[src/rtl/inst_fetch_frontend_pkg.sv]
// Shared types and constants for the instruction-fetch front end:
// defaults, FSM state encodings and the fill request/response records.
package inst_fetch_frontend_pkg;
    localparam int          ICACHE_IDX_BITS_DEF = 6;
    localparam logic [31:0] RESET_PC_DEF        = 32'h0;
    localparam int          MEM_BYTES           = 4;
    localparam int          CNT_W               = $clog2(MEM_BYTES + 1);

    typedef enum logic {SEQ_FETCH, SEQ_WAIT} seq_state_t;
    typedef enum logic {MC_IDLE, MC_BUSY}    mc_state_t;

    typedef struct packed {
        logic        vld;
        logic [31:0] addr;
    } fill_req_t;

    typedef struct packed {
        logic        done;
        logic [31:0] word;
    } fill_rsp_t;
endpackage

[src/rtl/inst_fetch_frontend_byte_mem_reader.sv]
// Byte-serial RAM reader: walks four byte addresses and assembles a
// little-endian word, pulsing rsp.done for one cycle when it is complete.
module inst_fetch_frontend_byte_mem_reader
    import inst_fetch_frontend_pkg::*;
(
    input  logic        clk,
    input  logic        rst,
    input  logic        rdy,
    input  fill_req_t   req,
    input  logic [7:0]  mem_din,
    output logic [31:0] mem_a,
    output logic        busy,
    output fill_rsp_t   rsp
);
    mc_state_t        state;
    logic [31:0]      addr;
    logic [CNT_W-1:0] cnt;
    logic [23:0]      acc;

    assign busy = (state == MC_BUSY);

    // RAM data lags its address by one cycle, so while frozen we keep
    // presenting the byte that the next capture will consume.
    always_comb begin
        mem_a = '0;
        if (state == MC_BUSY) begin
            if (!rdy && cnt != '0)
                mem_a = addr + 32'(cnt) - 32'd1;
            else if (cnt < CNT_W'(MEM_BYTES))
                mem_a = addr + 32'(cnt);
        end
    end

    always_ff @(posedge clk or negedge rst) begin
        if (!rst) begin
            state <= MC_IDLE;
            addr  <= '0;
            cnt   <= '0;
            acc   <= '0;
            rsp   <= '0;
        end else if (rdy) begin
            rsp.done <= 1'b0;
            case (state)
                MC_IDLE: begin
                    if (req.vld) begin
                        state <= MC_BUSY;
                        addr  <= req.addr;
                        cnt   <= '0;
                    end
                end
                MC_BUSY: begin
                    cnt <= cnt + CNT_W'(1);
                    case (cnt)
                        CNT_W'(1): acc[7:0]   <= mem_din;
                        CNT_W'(2): acc[15:8]  <= mem_din;
                        CNT_W'(3): acc[23:16] <= mem_din;
                        CNT_W'(4): begin
                            rsp.word <= {mem_din, acc};
                            rsp.done <= 1'b1;
                            state    <= MC_IDLE;
                        end
                        default: ;
                    endcase
                end
                default: state <= MC_IDLE;
            endcase
        end
    end
endmodule

[src/rtl/inst_fetch_frontend.sv]
// RV32I fetch front end: PC sequencer plus direct-mapped one-word-per-line
// I-cache, refilled through the byte-serial memory reader.
module inst_fetch_frontend
    import inst_fetch_frontend_pkg::*;
#(
    parameter int          ICACHE_IDX_BITS = ICACHE_IDX_BITS_DEF,
    parameter logic [31:0] RESET_PC        = RESET_PC_DEF
) (
    input  logic        clk,
    input  logic        rst,
    input  logic        rdy,
    input  logic [7:0]  mem_din,
    output logic [7:0]  mem_dout,
    output logic [31:0] mem_a,
    output logic        mem_wr,
    input  logic        io_buffer_full,
    input  logic        jump_flag,
    input  logic [31:0] target_pc,
    input  logic        dec_stall,
    output logic        inst_send_enable,
    output logic [31:0] inst_to_dec,
    output logic [31:0] pc_to_dec
);
    localparam int LINES = 1 << ICACHE_IDX_BITS;
    localparam int TAG_W = 32 - ICACHE_IDX_BITS - 2;

    seq_state_t                 state;
    logic [31:0]                pc;
    logic                       orphan;
    logic [LINES-1:0]           valid;
    logic [31:0]                data_arr [LINES];
    logic [TAG_W-1:0]           tag_arr  [LINES];
    logic [ICACHE_IDX_BITS-1:0] idx, fill_idx;
    logic [TAG_W-1:0]           tag, fill_tag;
    logic                       hit, lookup, mc_busy;
    fill_req_t                  req;
    fill_rsp_t                  rsp;
    logic                       unused_io;

    assign mem_dout  = '0;
    assign mem_wr    = 1'b0;
    assign unused_io = io_buffer_full;

    assign idx    = pc[ICACHE_IDX_BITS+1:2];
    assign tag    = pc[31:ICACHE_IDX_BITS+2];
    assign hit    = valid[idx] && (tag_arr[idx] == tag);
    assign lookup = (state == SEQ_FETCH) && !jump_flag && !dec_stall;

    // A miss is only launched once any orphaned fill has drained.
    assign req.vld  = lookup && !hit && !mc_busy;
    assign req.addr = pc;

    inst_fetch_frontend_byte_mem_reader u_reader (
        .clk    (clk),
        .rst    (rst),
        .rdy    (rdy),
        .req    (req),
        .mem_din(mem_din),
        .mem_a  (mem_a),
        .busy   (mc_busy),
        .rsp    (rsp)
    );

    always_ff @(posedge clk) begin
        if (rdy && rsp.done) begin
            data_arr[fill_idx] <= rsp.word;
            tag_arr[fill_idx]  <= fill_tag;
        end
    end

    always_ff @(posedge clk or negedge rst) begin
        if (!rst) begin
            state            <= SEQ_FETCH;
            pc               <= RESET_PC;
            orphan           <= 1'b0;
            valid            <= '0;
            fill_idx         <= '0;
            fill_tag         <= '0;
            inst_send_enable <= 1'b0;
            inst_to_dec      <= '0;
            pc_to_dec        <= '0;
        end else if (rdy) begin
            inst_send_enable <= 1'b0;
            if (rsp.done) begin
                valid[fill_idx] <= 1'b1;
                orphan          <= 1'b0;
            end
            if (req.vld) begin
                fill_idx <= idx;
                fill_tag <= tag;
            end
            if (jump_flag) begin
                // An in-flight fill still lands in the cache but is never forwarded.
                pc     <= target_pc;
                state  <= SEQ_FETCH;
                orphan <= mc_busy;
            end else begin
                case (state)
                    SEQ_FETCH: begin
                        if (lookup && hit) begin
                            inst_send_enable <= 1'b1;
                            inst_to_dec      <= data_arr[idx];
                            pc_to_dec        <= pc;
                            pc               <= pc + 32'd4;
                        end else if (req.vld) begin
                            state <= SEQ_WAIT;
                        end
                    end
                    SEQ_WAIT: begin
                        if (rsp.done && !orphan) begin
                            inst_send_enable <= 1'b1;
                            inst_to_dec      <= rsp.word;
                            pc_to_dec        <= pc;
                            pc               <= pc + 32'd4;
                            state            <= SEQ_FETCH;
                        end
                    end
                    default: state <= SEQ_FETCH;
                endcase
            end
        end
    end
endmodule

[config.mk]
export PLATFORM = sky130hd
export DESIGN_NAME = inst_fetch_frontend
export DESIGN_NICKNAME = d
export VERILOG_FILES = /design/src/rtl/inst_fetch_frontend_pkg.sv /design/src/rtl/inst_fetch_frontend_byte_mem_reader.sv /design/src/rtl/inst_fetch_frontend.sv
export SDC_FILE = /design/constraint.sdc
export NUM_CORES = 2
export LEC_CHECK = 0
export CAP_MARGIN = 20
export CORE_MARGIN = 5
export CORE_UTILIZATION = 31
export CTS_CLUSTER_DIAMETER = 100
export DETAILED_ROUTE_END_ITERATION = 12
export PLACE_DENSITY = 0.42
export SYNTH_ARGS = -nofsm -noshare
export SYNTH_HDL_FRONTEND = slang
export SYNTH_HIERARCHICAL = 1
export SYNTH_SLANG_ARGS = --single-unit
[constraint.sdc]
create_clock -name clk -period 10.7 [get_ports clk]
set_input_delay 2.675 -clock clk [delete_from_list [all_inputs] [get_ports clk]]
set_output_delay 2.675 -clock clk [all_outputs]
set_load 0.05 [all_outputs]
==> flow_summary.toml <==
[run_status]
status = "completed"

[layout]
drive_above_1_share_pct = 28.9
nets = 7426
final_cell_count_no_fill = 14200
area_delta_synth_final_pct = 16.4

[setup_path]
crit_chain = "clkdlybuf4s50_1 -> a21oi_2 -> o2111ai_1 -> a211oi_2 -> nand4_1 -> or3_1 -> a21boi_1 -> clkdlybuf4s50_1"
worstPathMaxFanout = 8
cp-endpoint = "mem_a[24]"
cp.arrival_ps = 6120
end_kind = "primary output"
ff2ff_setup_slack_ps = 3540
critical_path_class = "in2out"
critPathSlowestCell = "clkdlybuf4s50_1"
r2r-end = "inst_to_dec[15]"
slowest_delay_ps = 830
start_kind = "input port"
r2r_start = "pc[2]"
crit_start = "rdy"
reg2regPathDepth = 14
required_ps = 8030
crit_top_cell = "clkdlybuf4s50_1"

[clocking]
cts_resized = 0
root_buffer = "clkbuf_16"
htree_levels = 5
clock_latency_ps = 1030
cts_tree = "done"
hold_buffers = 0
clk_path_buf_depth = 4
cts.sinks = 3870
numCtsBuffers = 430
clk_pin_slew_worst_paths_ps = 50
cts_setup_buffers = 0

[yosys]
synth-seq-cells = 3870
yosysWarnings = 6
synth_edf_count = 3584
netlist_instances = 6880
netlist_area_um2 = 151000
synth_largest_area_cell = "edfxtp_1"
yosysMostFrequentCell = "edfxtp_1"
synth.avg_cell_area_um2 = 21.9
ys_seq_area_share_pct = 76.1
dominantRegCellSynth = "edfxtp_1"
synth_top_area_share_pct = 71.4
ys_top_cells_by_count = "edfxtp_1 (3584), mux4_2 (1026), dfrtp_1 (286)"
ys_top_cells_by_area = "edfxtp_1 (71%), mux4_2 (15%), dfrtp_1 (4.7%), mux2i_1 (1.3%), mux2_2 (0.79%)"
ys_types = 94
async_flop_share_pct = 7.39

[sta]
setup_violations = 0
worst_slew_pin_slew_ps = 1150
min_period_ps = 8800
fin_skew_ps = 116
finalMaxSlewViolations = 0
tns_ps = 0
slew_headroom_pct = 23.4
fmax_ghz = 0.114
period_share_pct = 82.2
hold_viol = 0
rsz0062_at_grt = "false"

[floorplanning]
die_area_um2 = 500000
die_h_um = 707
ios = 152
coreArea_um2 = 485000
row_count = 256
die_w_um = 707
start_util_pct = 31.1

[power_and_ir_drop]
ir_worst_vdd_uv = 158
power.total_w = 0.0419
leakage_nw = 56.8
pwr_density_cell_nw_per_um2 = 239

[grt]
overflow = 0
grt_start_max_net_pins = 111
antenna_found_initial = 41
grt_pass1_wl_mm = 677
grt_use_total_pct = 19.6
grt_pass1_vias = 77900

[min_path]
hp-class = "reg2reg"

[detailed_routing]
via_count = 75000
drt_pre_antenna_iters = 6
drc = 0
viasPerCell = 5.29
antenna_left = 0
drtIter0Drc = 8177
routedWlPerCell_um = 35.1
drt-total-wl_mm = 498

[place]
io_buffers = 141
gp_congestion = 0.792
placed_cells = 13400
place_hpwl_mm = 268

[job]
drv_cap = 0
==> cells by family after synthesis <==
group / synth area share (%)
compound gates: 2.08
simple gates: 2.35
buf+inv: 1.29
other cells: 0.00249
mux: 17.7
xor+xnor: 0.360
flops: 76.1
fa+ha+maj: 0.0963
==> per-layer routing <==
metal	track usage (%)	routed length (µm)
met1	26.8	212000
met2	33.0	246000
met3	2.88	27600
met4	4.56	11900
met5	0	34
==> stage by stage <==
stage          utilization [%]  area (µm²)  hold WS (ps)  setup WS [ps]
2_1_floorplan                -      151000           433           2990
3_3_place_gp              33.3      162000           443           1890
3_5_place_dp              33.3      162000           447           1910
4_1_cts                   36.1      175000           461           1900
5_1_grt                   36.1      175000           470           1620
6_report                  36.1      175000           457           1900
==> registers in the layout (all words and copies together), names as in the netlist, 32 cells and up <==
register       cells
u_reader/rsp      33
tag_arr         1536
pc_to_dec         32
inst_to_dec       32
pc                32
data_arr        2048
valid             64
u_reader/addr     32
==> where the power goes <==
part           total (W)  internal (W)  switching [W]
logic            0.00815       0.00278        0.00537
registers         0.0193        0.0187       0.000614
clock network     0.0144       0.00823        0.00616
==> layout by cell type, fill, tap and decap left out, drive strengths merged, types with 36 or more instances in the layout <==
cell type	n
edfxtp	3584
mux4	1026
clkbuf	574
buf	301
dfrtp	286
nand2	202
mux2i	199
nor2	195
clkinv	181
clkdlybuf4s50	139
mux2	139
a21oi	98
or2	72
nand3	60
a22oi	54
o21ai	48
inv	40
xnor2	39
nor3	36
==> worst max-delay path, delay by kind of cell <==
family,cells,cell delay [ps]
and+or+nand+nor,2,880
buffers and inverters,2,1290
AOI/OAI and AO/OA,4,1280
==> worst min path at each step <==
stage | from | end | slack, ps | cells past startpoint
global route | valid[14] | valid[14] | 470 | 1
CTS | valid[22] | valid[22] | 460 | 1
detailed placement | valid[22] | valid[22] | 450 | 1
floorplan | u_reader/acc[0] | u_reader/rsp[0] | 430 | 2
global placement | u_reader/acc[20] | u_reader/rsp[20] | 440 | 2
finish | valid[22] | valid[22] | 460 | 1
==> final cells by class <==
type	count	area (µm²)
Multi-Input combinational cell	2598	34600
Fill cell	44600	310000
Tap cell	6450	8070
Timing Repair Buffer	440	4120
Inverter	29	124
Sequential cell	3870	115000
Clock inverter	224	1960
Clock buffer	574	11700
Antenna cell	8	20.0
(Power assumes the default switching activity.)
